## config.mk

```make
export PLATFORM = sky130hd
export DESIGN_NAME = div_seq
export DESIGN_NICKNAME = d
export VERILOG_FILES = /design/src/rtl/div_seq.sv
export SDC_FILE = /design/constraint.sdc
export NUM_CORES = 1
export LEC_CHECK = 0
export ABC_AREA = 1
export CORE_AREA = 2 2 185 187
export DETAILED_ROUTE_END_ITERATION = 8
export DIE_AREA = 0 0 187 189
export HOLD_SLACK_MARGIN = 0.1
export PLACE_DENSITY = 0.63
export SETUP_SLACK_MARGIN = 0.1
export SLEW_MARGIN = 10
export SYNTH_ARGS = -nofsm -noshare
export SYNTH_HDL_FRONTEND = slang
export SYNTH_SLANG_ARGS = --single-unit
```

## constraint.sdc

```tcl
create_clock -name clk -period 2.5 [get_ports clk]
set_input_delay 0.25 -clock clk [delete_from_list [all_inputs] [get_ports clk]]
set_output_delay 0.25 -clock clk [all_outputs]
set_load 0.02 [all_outputs]
```

## src/rtl/div_seq.sv

```systemverilog
// Sequential signed restoring divider: WIDTH-cycle shift/subtract on magnitudes, then sign fix-up.
// Optional `DIV_ZERO_CHK_EN` short-circuits a zero divisor straight to DONE with div_zero set.
module div_seq #(
  parameter int WIDTH = 32
) (
  input  logic             clk,
  input  logic             rst_n,
  input  logic             start,
  input  logic [WIDTH-1:0] dividend,
  input  logic [WIDTH-1:0] divisor,
  output logic             busy,
  output logic             done,
  output logic [WIDTH-1:0] quotient,
  output logic [WIDTH-1:0] remainder,
  output logic             div_zero
);

  localparam int CW = $clog2(WIDTH + 1);

  typedef enum logic [1:0] {IDLE, CALC, FIX, DONE} state_t;

  state_t           state, state_nxt;
  logic [CW-1:0]    cnt;
  logic [WIDTH-1:0] rem;
  logic [WIDTH-1:0] quo;
  logic [WIDTH-1:0] dsr_mag;
  logic             neg_q;
  logic             neg_r;
  logic             accept;
  logic             zero_div;
  logic [WIDTH:0]   rem_sh;
  logic [WIDTH:0]   trial;

  assign accept = start && ((state == IDLE) || (state == DONE));

`ifdef DIV_ZERO_CHK_EN
  assign zero_div = accept && (divisor == '0);
`else
  assign zero_div = 1'b0;
`endif

  // Magnitude of the most negative value wraps to itself, which reads
  // correctly as 2^(WIDTH-1) in an unsigned register.
  function automatic logic [WIDTH-1:0] mag(input logic [WIDTH-1:0] v);
    return v[WIDTH-1] ? -v : v;
  endfunction

  assign rem_sh = {rem, quo[WIDTH-1]};
  assign trial  = rem_sh - {1'b0, dsr_mag};

  always_ff @(posedge clk or negedge rst_n) begin
    if (!rst_n) state <= IDLE;
    else        state <= state_nxt;
  end

  // NOTE: every signal written here gets a default first so no latch is inferred.
  always_comb begin
    state_nxt = state;
    busy      = (state == CALC) || (state == FIX);
    done      = (state == DONE);
    case (state)
      IDLE, DONE: begin
        if (accept) state_nxt = zero_div ? DONE : CALC;
        else        state_nxt = IDLE;
      end
      CALC:    if (cnt == CW'(WIDTH - 1)) state_nxt = FIX;
      FIX:     state_nxt = DONE;
      default: state_nxt = IDLE;
    endcase
  end

  // NOTE: sequential state uses non-blocking assignments so every register
  // samples the pre-edge values of its neighbours.
  always_ff @(posedge clk or negedge rst_n) begin
    if (!rst_n) begin
      cnt       <= '0;
      rem       <= '0;
      quo       <= '0;
      dsr_mag   <= '0;
      neg_q     <= 1'b0;
      neg_r     <= 1'b0;
      quotient  <= '0;
      remainder <= '0;
    end else begin
      if (accept) begin
        cnt     <= '0;
        rem     <= '0;
        quo     <= mag(dividend);
        dsr_mag <= mag(divisor);
        neg_q   <= dividend[WIDTH-1] ^ divisor[WIDTH-1];
        neg_r   <= dividend[WIDTH-1];
        if (zero_div) begin
          quotient  <= '1;
          remainder <= dividend;
        end
      end else if (state == CALC) begin
        cnt <= cnt + 1'b1;
        // Non-negative trial keeps the difference; otherwise restore.
        if (!trial[WIDTH]) begin
          rem <= trial[WIDTH-1:0];
          quo <= {quo[WIDTH-2:0], 1'b1};
        end else begin
          rem <= rem_sh[WIDTH-1:0];
          quo <= {quo[WIDTH-2:0], 1'b0};
        end
      end else if (state == FIX) begin
        quotient  <= neg_q ? -quo : quo;
        remainder <= neg_r ? -rem : rem;
      end
    end
  end

`ifdef DIV_ZERO_CHK_EN
  always_ff @(posedge clk or negedge rst_n) begin
    if (!rst_n)              div_zero <= 1'b0;
    else if (zero_div)       div_zero <= 1'b1;
    else if (state == FIX)   div_zero <= 1'b0;
  end
`else
  assign div_zero = 1'b0;
`endif

endmodule

```

==> metrics.txt, run 1 <==
yosys warns=0; Placer Congestion=0.9971; combinational family with the most area after synthesis=simple AND/OR/NAND/NOR gates; TritonCTS Sinks=170; final critical-path required period=2.307 ns; worst reg2reg path startpoint=rem[27]; I/O Pins=134; parity-gate share of the synthesized area counting xor and xnor cells=4.584%; DR vias/cell=5.095; DRC violation total after the first TritonRoute iteration=1205; full die area=between 0.03 and 0.04 mm²; clock buffer depth=2; path category of the worst min-delay check=in -> async; Period Utilization, post-route=92.29%; leakage power=0.008269 µW; setup ws final=0.1928 ns; met2 usage in global routing=34.43%; clock root buffer=clkbuf_16; count of unique library cells instantiated by Yosys=between 40 and 50; headroom to the max-slew limit=60.08%; Net Count, Synth=~2100; share of synthesized area spent on multiplexers=0%; Placed Cells incl. Taps=2593; outcome=complete, no violations; number of max-slew violations in the final report=0; global router's overall resource usage=24.07%; final non-filler cell area=approximately 0.016 mm²; Setup Crit Path Kind=reg -> reg; transition time at the pin with the least slew margin=roughly 0.60 ns; Post-Place Worst Slack=0.09770 ns; pin count of the biggest net entering global routing=58; clock transition at the register clock pins on the worst setup and hold paths after CTS=0.07 ns; hpwl dp=approximately 34000 µm; area share of and/or/nand/nor cells after synthesis=a little under two fifths; Total Wirelength=43100 µm; cell area after technology mapping=~0.013 mm²; crit start category=flip-flop; die outline height=189 µm; remaining routing DRC violations=0; sequential element share of the synthesized area=between 30 and 40%; number of CTS-inserted buffers=17; Starting Density=between 30% and 40%; largest voltage drop on the vdd net=0.7043 mV; number of standard-cell rows in the floorplan=67; highest achievable clock rate=433.4 MHz; worst clock skew=0.01082 ns; top_reg_cell synth=dfrtp_1; total via count in the routed design=around 13000; number of antenna cells inserted=0; H-tree depth=4; total negative setup slack=0 ns; initial antenna violation count=0; worst path bufs/invs=2; standard cell core area=about 0.033 mm²; count of max-cap constraint violations=0; Worst Setup SP=rem[27]; clock insertion delay at the later pin of the skew report=roughly 0.45 ns; Die Width=187 µm; fraction of layout cells with a size suffix above 1=10.00%; final number of hold-violating endpoints=0; DR WL/cell=16.34 µm; area delta synth->final=23.69%; final antenna-violating net count=0; worst-path cell chain=ha_2 -> nand2_1 -> nor2_1 -> nand2_1 -> nor2_2 -> nand2_4 -> nand3_4 -> buf_8 -> clkbuf_16 -> nand3_1 -> nand3_2 -> nand2_1; Mean Syn Cell Area=6.507 µm²; post-synthesis compound-gate area fraction=about a tenth; global-route wire length before repair=67500 µm; Final Net Count=2285; clock tree from TritonCTS=done; M1 GR Usage=approximately 38%; number of cells in the finished layout apart from fillers=2638; Max stage delay on crit path=0.45 ns; grt peak-use layer=met1; largest fanout on the critical path=7; cell family with the largest share of critical-path delay=simple AND/OR/NAND/NOR gates; Power per Cell Area=1378 mW/mm²; number of enable flip-flop cells after synthesis=0; global-route congestion overflow total=0; CP arrival=2.64 ns; instance count of the mapped netlist=2026; Yosys reg bits=170; CP endpoint kind=flip-flop; drt first pass iters=5; Most Frequent Cell on Critical Path=nand2_1; RSZ-0062 raised after global routing=true; cell with the biggest individual delay on the critical path=dfrtp_1; data required time at the worst endpoint=2.83 ns; fraction of registers with async set/reset=100.0%; Cell Area, Placed=0.01523 mm²; adder and majority gate portion of the synthesized area=3.948%; Setup Viol. Count Final=0; number of global-route vias before repair=between 10000 and 15000; number of port buffers=132; grt met3 use=approximately 2.9%
registers in the layout (all words and copies together) (netlist names):
name / count
quo: 32
neg_r: 1
cnt: 6
state: 2
rem: 32
dsr_mag: 32
quotient: 32
neg_q: 1
remainder: 32
stage by stage:
stage	hold WS, ns	power (µW)	util [%]
CTS	0.3472	21580	47.64
global route	0.3836	24290	48.99
detailed placement	0.2534	18710	45.75
finish	0.3342	22480	48.99
global placement	0.2510	18590	45.75
floorplan	-0.04559	14160	-
cell usage after synthesis, types with 7 or more instances:
cell type | count | area share, %
nand2_2 | 29 | 1.4
a21oi_1 | 50 | 1.9
o221ai_1 | 13 | 0.86
o21ai_0 | 106 | 4.0
nand2_1 | 639 | 18
nor2_1 | 168 | 4.8
inv_2 | 7 | 0.20
nand3_2 | 21 | 1.6
dfrtp_1 | 170 | 32
or2_2 | 10 | 0.47
a31oi_1 | 14 | 0.66
nor3_1 | 26 | 0.99
xnor2_1 | 18 | 1.2
buf_1 | 10 | 0.28
clkbuf_1 | 41 | 1.2
ha_1 | 40 | 3.8
nand4_1 | 27 | 1.3
inv_1 | 300 | 8.5
xor2_1 | 51 | 3.4
o211ai_1 | 13 | 0.74
nand3_1 | 190 | 7.2
o21bai_1 | 13 | 0.74
o22ai_1 | 12 | 0.57
cell families after synthesis:
| kind of cell | Yosys count |
|---|---|
| buf+inv | 370 |
| compound gates | 236 |
| simple gates | 1139 |
| fa+ha+maj | 41 |
| other cells | 1 |
| xor+xnor | 69 |
| flops | 170 |
routing by layer:
metal,wire [µm],part of all wire (%)
met1,21990,51
met2,17590,41
met3,2772,6.4
met4,740,1.7
met5,0,0
layout make-up:
cell class | instances | area (µm²)
Sequential cell | 170 | 4258
Multi-Input combinational cell | 1488 | 7799
Timing Repair Buffer | 192 | 1922
Inverter | 308 | 1156
Tap cell | 448 | 560.5
Fill cell | 3465 | 16980
Clock inverter | 14 | 171.4
Clock buffer | 18 | 439.2
path summary, 6_finish.rpt:
| check | to | slack [ns] | cells past startpoint |
|---|---|---|---|
| max | rem[21] | 0.19 | 12 |
| min | dsr_mag[6] | 0.33 | 2 |
| max reg2reg | rem[21] | 0.19 | 12 |
| min reg2reg | cnt[5] | 0.47 | 1 |
| max in group asynchronous | quotient[6] | 1.50 | 3 |
| min in group clk | dsr_mag[30] | 0.47 | 4 |
where the power goes:
part / switching, µW / leakage (µW) / internal, µW
sequential: 977 / 0.00214 / 3970
combinational: 9360 / 0.00584 / 5370
clock: 1270 / 0.000296 / 1520
what timing repair did:
item / 4_1_cts / 5_1_grt
buffers inserted: 1 / 5
pin swaps: 0 / 7
hold buffers: 1 / 0
setup endpoints to repair: 6 / 36
endpoints found under the hold margin: 51 / 0
gates resized for setup: 0 / 54
cloned: 0 / 6
cell usage in the layout, fill, tap and decap left out, drive strengths merged, types with 51 or more instances in the layout:
cell type / Yosys / layout
a21oi: 52 / 52
buf: 21 / 57
clkdlybuf4s50: 0 / 131
dfrtp: 170 / 170
inv: 307 / 307
nand2: 672 / 674
nand3: 212 / 212
nor2: 173 / 173
o21ai: 109 / 109
xor2: 51 / 51
Power figures use the tool's default switching activity.
==> run 2: changes to the inputs <==
CORE_AREA = 2 2 169 171   (was 2 2 185 187)
DIE_AREA = 0 0 171 173   (was 0 0 187 189)
PLACE_DENSITY = 0.73   (was 0.63)
REMOVE_ABC_BUFFERS = 1   (was default)
==> run 2 against run 1 <==
Effect of this change:
- clock-buffer cell count up 1
- total power down 2.9%
- clock skew up 0.0048 ns
- clock power down 7%
- critical endpoint is now rem[24]
- cell count down 2.8%
- highest routed layer unchanged
- critical path depth up 2
- routed wire length down 7.3%
- combinational power down 3%
- global-route usage up 2.7 points
- setup slack better by 0.015 ns
- worst hold slack better by 0.042 ns
- flip-flop and latch count unchanged
==> metrics.txt, run 2 (synthesis results as in run 1) <==
TritonCTS Sinks=170 (unchanged); RSZ-0062 raised after global routing=true; final antenna-violating net count=0 (unchanged); number of standard-cell rows in the floorplan=61 (-9.0%); number of CTS-inserted buffers=17 (unchanged); Cell Area, Placed=0.01508 mm² (-0.97%); H-tree depth=4 (unchanged); path category of the worst min-delay check=in -> async; number of max-slew violations in the final report=0 (unchanged); global router's overall resource usage=26.80% (+2.7 points); clock root buffer=clkbuf_16; number of antenna cells inserted=0 (unchanged); Most Frequent Cell on Critical Path=nand2_4; total negative setup slack=0 ns (unchanged); die outline height=173 µm (-8.5%); flop-to-flop setup slack=0.21 ns (about the same); CP arrival=2.61 ns (-0.03 ns); CP endpoint kind=flip-flop; cell family with the largest share of critical-path delay=simple AND/OR/NAND/NOR gates; final-layout fill cell count=2693 (-22%); cell with the biggest individual delay on the critical path=dfrtp_1; final critical-path required period=2.293 ns (-0.01470 ns); total via count in the routed design=13450 (+0.082%); remaining routing DRC violations=0 (unchanged); Max stage delay on crit path=0.46 ns (about the same); headroom to the max-slew limit=54.94% (-5.1 points); worst reg2reg path startpoint=rem[14]; full die area=0.02958 mm² (-16%); number of global-route vias before repair=12960 (+6.0%); I/O Pins=134 (unchanged); drt first pass iters=8 (+3); final non-filler cell area=0.01608 mm² (-1.4%); Total Wirelength=39950 µm (-7.3%); worst reg-to-reg path cell count=14 (+2); RR Endpoint=rem[24]; final number of hold-violating endpoints=0 (unchanged); Final Net Count=2281 (-0.18%); area delta synth->final=22.01%; Post-Place Worst Slack=-0.003297 ns (-0.1010 ns); data required time at the worst endpoint=2.82 ns (about the same); pin count of the biggest net entering global routing=71 (+22%); DR WL/cell=15.58 µm (-4.6%); global-route congestion overflow total=0 (unchanged); highest achievable clock rate=436.2 MHz (+0.64%); largest voltage drop on the vdd net=0.5630 mV (-20%); largest fanout on the critical path=13 (+6); clock tree from TritonCTS=done; Die Width=171 µm (-8.6%); hpwl dp=30830 µm (-8.0%); Power per Cell Area=1357 mW/mm² (-1.5%); crit start category=flip-flop; area occupied by multi-input gates=0.007761 mm² (-0.48%); outcome=complete, no violations; Setup Viol. Count Final=0 (unchanged); DRC violation total after the first TritonRoute iteration=971 (-19%); commonest cells after routing, fill and taps aside=nand2_1, inv_1, nand3_1, dfrtp_1, nor2_1; setup ws final=0.2075 ns (+0.01470 ns); global-route wire length before repair=63420 µm (-6.1%); initial antenna violation count=0 (unchanged); clock buffer depth=2 (unchanged); standard cell core area=0.02763 mm² (-17%); fraction of layout cells with a size suffix above 1=9.698% (-0.30 points); clock transition at the register clock pins on the worst setup and hold paths after CTS=0.08 ns (about the same); area occupied by registers=0.004257 mm² (about the same); clock insertion delay at the later pin of the skew report=0.44 ns (about the same); DR vias/cell=5.246 (+3.0%); number of port buffers=132 (unchanged); worst-path cell chain=ha_1 -> nand2_1 -> inv_1 -> nand2_2 -> inv_1 -> a21oi_2 -> nand2_4 -> nand2_4 -> nand2_4 -> nand2_8 -> clkbuf_16 -> nand3_1 -> nand3_2 -> nand2_1; count of max-cap constraint violations=0 (unchanged); most common cell after layout, fill and taps aside=nand2_1; Period Utilization, post-route=91.70% (-0.59 points); Setup Crit Path Kind=reg -> reg; Placer Congestion=0.9777 (-1.9%); Starting Density=47.71% (+8.1 points); transition time at the pin with the least slew margin=0.6759 ns (+0.07707 ns); leakage power=0.008192 µW (-0.93%); worst clock skew=0.01564 ns (+0.004820 ns); worst path bufs/invs=3 (+1)
-- run 2: cell count changes in the layout (fill, tap and decap cells not counted), sizes merged --
cell	previous run	this run
clkinvlp	1	4
buf	57	55
bufinv	2	0
inv	307	313
clkinv	12	4
nand2	674	673
-- run 2: metal layers --
metal  vias to the layer above  part of all wire (%)  global-route usage [%]
met5                         -                     0                       0
met1                      6123                    43                   33.43
met2                       474                    47                   45.80
met3                       107                   5.8                   3.937
li1                       6748                     -                       -
met4                         0                   4.5                   11.69
-- run 2: what timing repair did --
item                                   4_1_cts  5_1_grt
setup endpoints to repair                   30       39
hold buffers                                 1        0
resized for setup                            5       37
gates cloned                                 1        2
endpoints found under the hold margin       67        0
buffers inserted                             3        7
pin swaps                                    2       10
-- run 2: worst max-delay path by stage --
stage,start,to,depth (start not counted)
finish,rem[14],rem[24],14
global route,rem[5],rem[9],14
floorplan,state[0],quo[23],8
CTS,quo[31],rem[27],17
detailed placement,quo[31],rem[27],16
global placement,quo[31],rem[30],16
-- run 2: where the power goes --
| part | total, µW | switching [µW] | internal, µW |
|---|---|---|---|
| clock | 2610 | 1260 | 1350 |
| sequential | 4950 | 985 | 3970 |
| combinational | 14300 | 8920 | 5360 |
| total | 21800 | 11200 | 10700 |
-- run 2: area by class of cell --
type                            count  share of cell area, %
Clock inverter                     13                 0.8168
Inverter                          308                  7.188
Sequential cell                   170                  26.46
Clock buffer                       19                  2.754
Timing Repair Buffer              189                  11.58
Multi-Input combinational cell   1487                  48.25
Tap cell                          378                  2.940
-- run 2: metrics by stage --
step	total power, µW	hold slack (ns)	util, %	std cells
floorplan	13780	-0.04559	-	1964
global placement	18150	0.3012	54.57	2518
detailed placement	18330	0.3010	54.57	2518
CTS	21110	0.4065	56.94	2555
global route	23760	0.4453	58.21	2564
finish	21830	0.3761	58.21	2564
==> run 3: changes to the inputs <==
GPL_TIMING_DRIVEN = 0   (was default)
==> run 3 against run 2 <==
Effect of this change:
- the flow now finishes with violations (negative setup slack)
- via count up 0.13%
- utilization up 0.64 points
- critical path depth up 3
- clock skew up 0.0074 ns
- worst hold slack worse by 0.050 ns
- routed wire length up 1.2%
- sequential power up 2%
- cell count down 0.59%
- register-to-register slack worse by 0.29 ns
- clock-buffer cell count down 1
- setup slack worse by 0.29 ns
==> metrics.txt, run 3 (synthesis results as in run 1) <==
number of CTS-inserted buffers=17 (unchanged); CP endpoint kind=flip-flop; DR vias/cell=5.284 (+0.72%); H-tree depth=4 (unchanged); Logic pwr share=66.2% (+0.8 points); flop-to-flop setup slack=-0.08 ns (-0.29 ns); RSZ-0062 raised after global routing=true; Internal Dissipation=10850 µW (+1.7%); Levels on crit path=17 (+3); Sw Share=52.11% (+1.0 points); crit start category=flip-flop; total negative setup slack=-1.875 ns (-1.875 ns); setup ws final=-0.08111 ns (-0.2886 ns); cell with the biggest individual delay on the critical path=dfrtp_1; Setup Crit Path Kind=reg -> reg; RR Endpoint=rem[9]; outcome=complete, but fails checks; worst-path cell chain=clkinvlp_4 -> ha_4 -> fa_2 -> inv_2 -> nand2_2 -> nand2_2 -> nand3_2 -> nand2_2 -> nand2_2 -> nand2_4 -> nand2_8 -> nand2_8 -> buf_12 -> nand2_8 -> nand3_1 -> nand3_2 -> nand2_1; Total Wirelength=40430 µm (+1.2%); final number of hold-violating endpoints=0 (unchanged); pin count of the biggest net entering global routing=109 (+54%); Max stage delay on crit path=0.40 ns (-0.06 ns); global router's overall resource usage=26.92% (+0.12 points); Setup Viol. Count Final=32 (+32); commonest cells after routing, fill and taps aside=nand2_1, inv_1, dfrtp_1, nor2_1, nand3_1; final antenna-violating net count=0 (unchanged); cell family with the largest share of critical-path delay=simple AND/OR/NAND/NOR gates; TritonCTS Sinks=170 (unchanged); global-route congestion overflow total=0 (unchanged); clock transition at the register clock pins on the worst setup and hold paths after CTS=0.08 ns (about the same); Period Utilization, post-route=103.2% (+12 points); final critical-path required period=2.581 ns (+0.2886 ns); violations in the final reports=negative setup slack; I/O Pins=134 (unchanged); Starting Density=47.71% (unchanged); largest voltage drop on the vdd net=0.6789 mV (+21%); clock insertion delay at the later pin of the skew report=0.45 ns (about the same); initial antenna violation count=0 (unchanged); Min Hold Slack=0.3264 ns (-0.04969 ns); Net Sw Power=11810 µW (+5.8%); transition time at the pin with the least slew margin=1.067 ns (+0.3910 ns); total via count in the routed design=13470 (+0.13%); data required time at the worst endpoint=2.88 ns (+0.06 ns); worst path bufs/invs=3 (unchanged); worst reg2reg path startpoint=quo[31]; number of standard-cell rows in the floorplan=61 (unchanged); leakage power=0.008308 µW (+1.4%); Final Net Count=2266 (-0.66%); standard cell core area=0.02763 mm² (unchanged); number of port buffers=132 (unchanged); headroom to the max-slew limit=28.75% (-26 points); Die Width=171 µm (unchanged); highest achievable clock rate=387.4 MHz (-11%); Power per Cell Area=1394 mW/mm² (+2.7%); largest fanout on the critical path=15 (+2); clock tree from TritonCTS=done; number of global-route vias before repair=12730 (-1.8%); Flop pwr share=22.3% (-0.4 points); area delta synth->final=23.35%; full die area=0.02958 mm² (unchanged); clock root buffer=clkbuf_16; DR WL/cell=15.86 µm (+1.8%); clock buffer depth=2 (unchanged); drt first pass iters=6 (-2); number of antenna cells inserted=0 (unchanged); number of max-slew violations in the final report=0 (unchanged); DRC violation total after the first TritonRoute iteration=898 (-7.5%); worst reg-to-reg path cell count=17 (+3); fraction of layout cells with a size suffix above 1=10.46% (+0.76 points); count of max-cap constraint violations=0 (unchanged); path category of the worst min-delay check=in -> async; hpwl dp=29720 µm (-3.6%); clock network fraction of total power=11.5% (-0.4 points); CP arrival=2.96 ns (+0.35 ns); endpoint of the most critical setup path=rem[9]; die outline height=173 µm (unchanged); most common cell after layout, fill and taps aside=nand2_1; worst clock skew=0.02300 ns (+0.007368 ns); Most Frequent Cell on Critical Path=nand2_2; remaining routing DRC violations=0 (unchanged); global-route wire length before repair=63300 µm (-0.18%); Worst Setup SP=quo[31]; Placer Congestion=0.9275 (-5.1%)
-- run 3: changes by cell type in the layout (fill, tap and decap cells not counted), moves of 14 or more --
cell and change:
buf_4 -28, ha_4 -14, nand2_1 -14, nand3_1 -29, ha_1 +17, nand3_2 +26
-- run 3: what timing repair did --
action / CTS / global route
buffers inserted: 18 / 7
hold endpoints to repair: 62 / 0
gates cloned: 9 / 1
endpoints found under the setup margin: 68 / 76
resized for setup: 42 / 68
hold buffers: 1 / 0
pin swaps: 11 / 17
-- run 3: layout make-up --
class	count	area, µm²
inverter	308	1176
clock buffer	18	429.2
clock inverter	14	127.6
timing repair buffer	166	1772
fill	2663	11370
multi-input combinational	1493	8011
timing repair inverter	2	15.01
tap	378	473.0
sequential	170	4257
-- run 3: through the flow --
stage | utilization [%] | cell area, µm² | std cells | setup WS (ns) | total power (µW)
after detailed placement | 53.79 | 14860 | 2481 | -0.8575 | 18050
after global routing | 58.85 | 16260 | 2549 | -0.1748 | 24490
after global placement | 53.14 | 14680 | 2474 | -6.572 | 17530
after floorplan | - | 12890 | 1964 | -3.100 | 13780
after CTS | 57.49 | 15890 | 2541 | -0.05512 | 21720
final | 58.85 | 16260 | 2549 | -0.08111 | 22660
-- run 3: how the worst min path moves through the flow --
stage / startpoint / to / slack (ns) / depth (start not counted)
floorplan: rst_n / cnt[0] / -0.05 / 0
global placement: cnt[5] / cnt[5] / 0.46 / 1
detailed placement: rst_n / quotient[4] / 0.22 / 1
CTS: rst_n / quotient[4] / 0.34 / 2
global route: rst_n / quotient[3] / 0.38 / 2
finish: rst_n / quotient[4] / 0.33 / 2
-- run 3: metal layers --
layer  wire length, µm  vias to the layer above  GRT usage [%]  part of all wire [%]
li1                  -                     6748              -                     -
met1             17060                     6146          33.01                    42
met2             19420                      468          46.57                    48
met3              2145                      108          3.021                   5.3
met4              1804                        0          13.35                   4.5
met5                 0                        -              0                     0
-- run 3: power by group through the flow --
stage	Clock [µW]	Combinational (µW)	Sequential, µW
after CTS	2610	14100	5010
after detailed placement	0	13000	5040
after global placement	0	12500	5010
after floorplan	0	8460	5310
after global routing	2740	16600	5200
final	2600	15000	5060
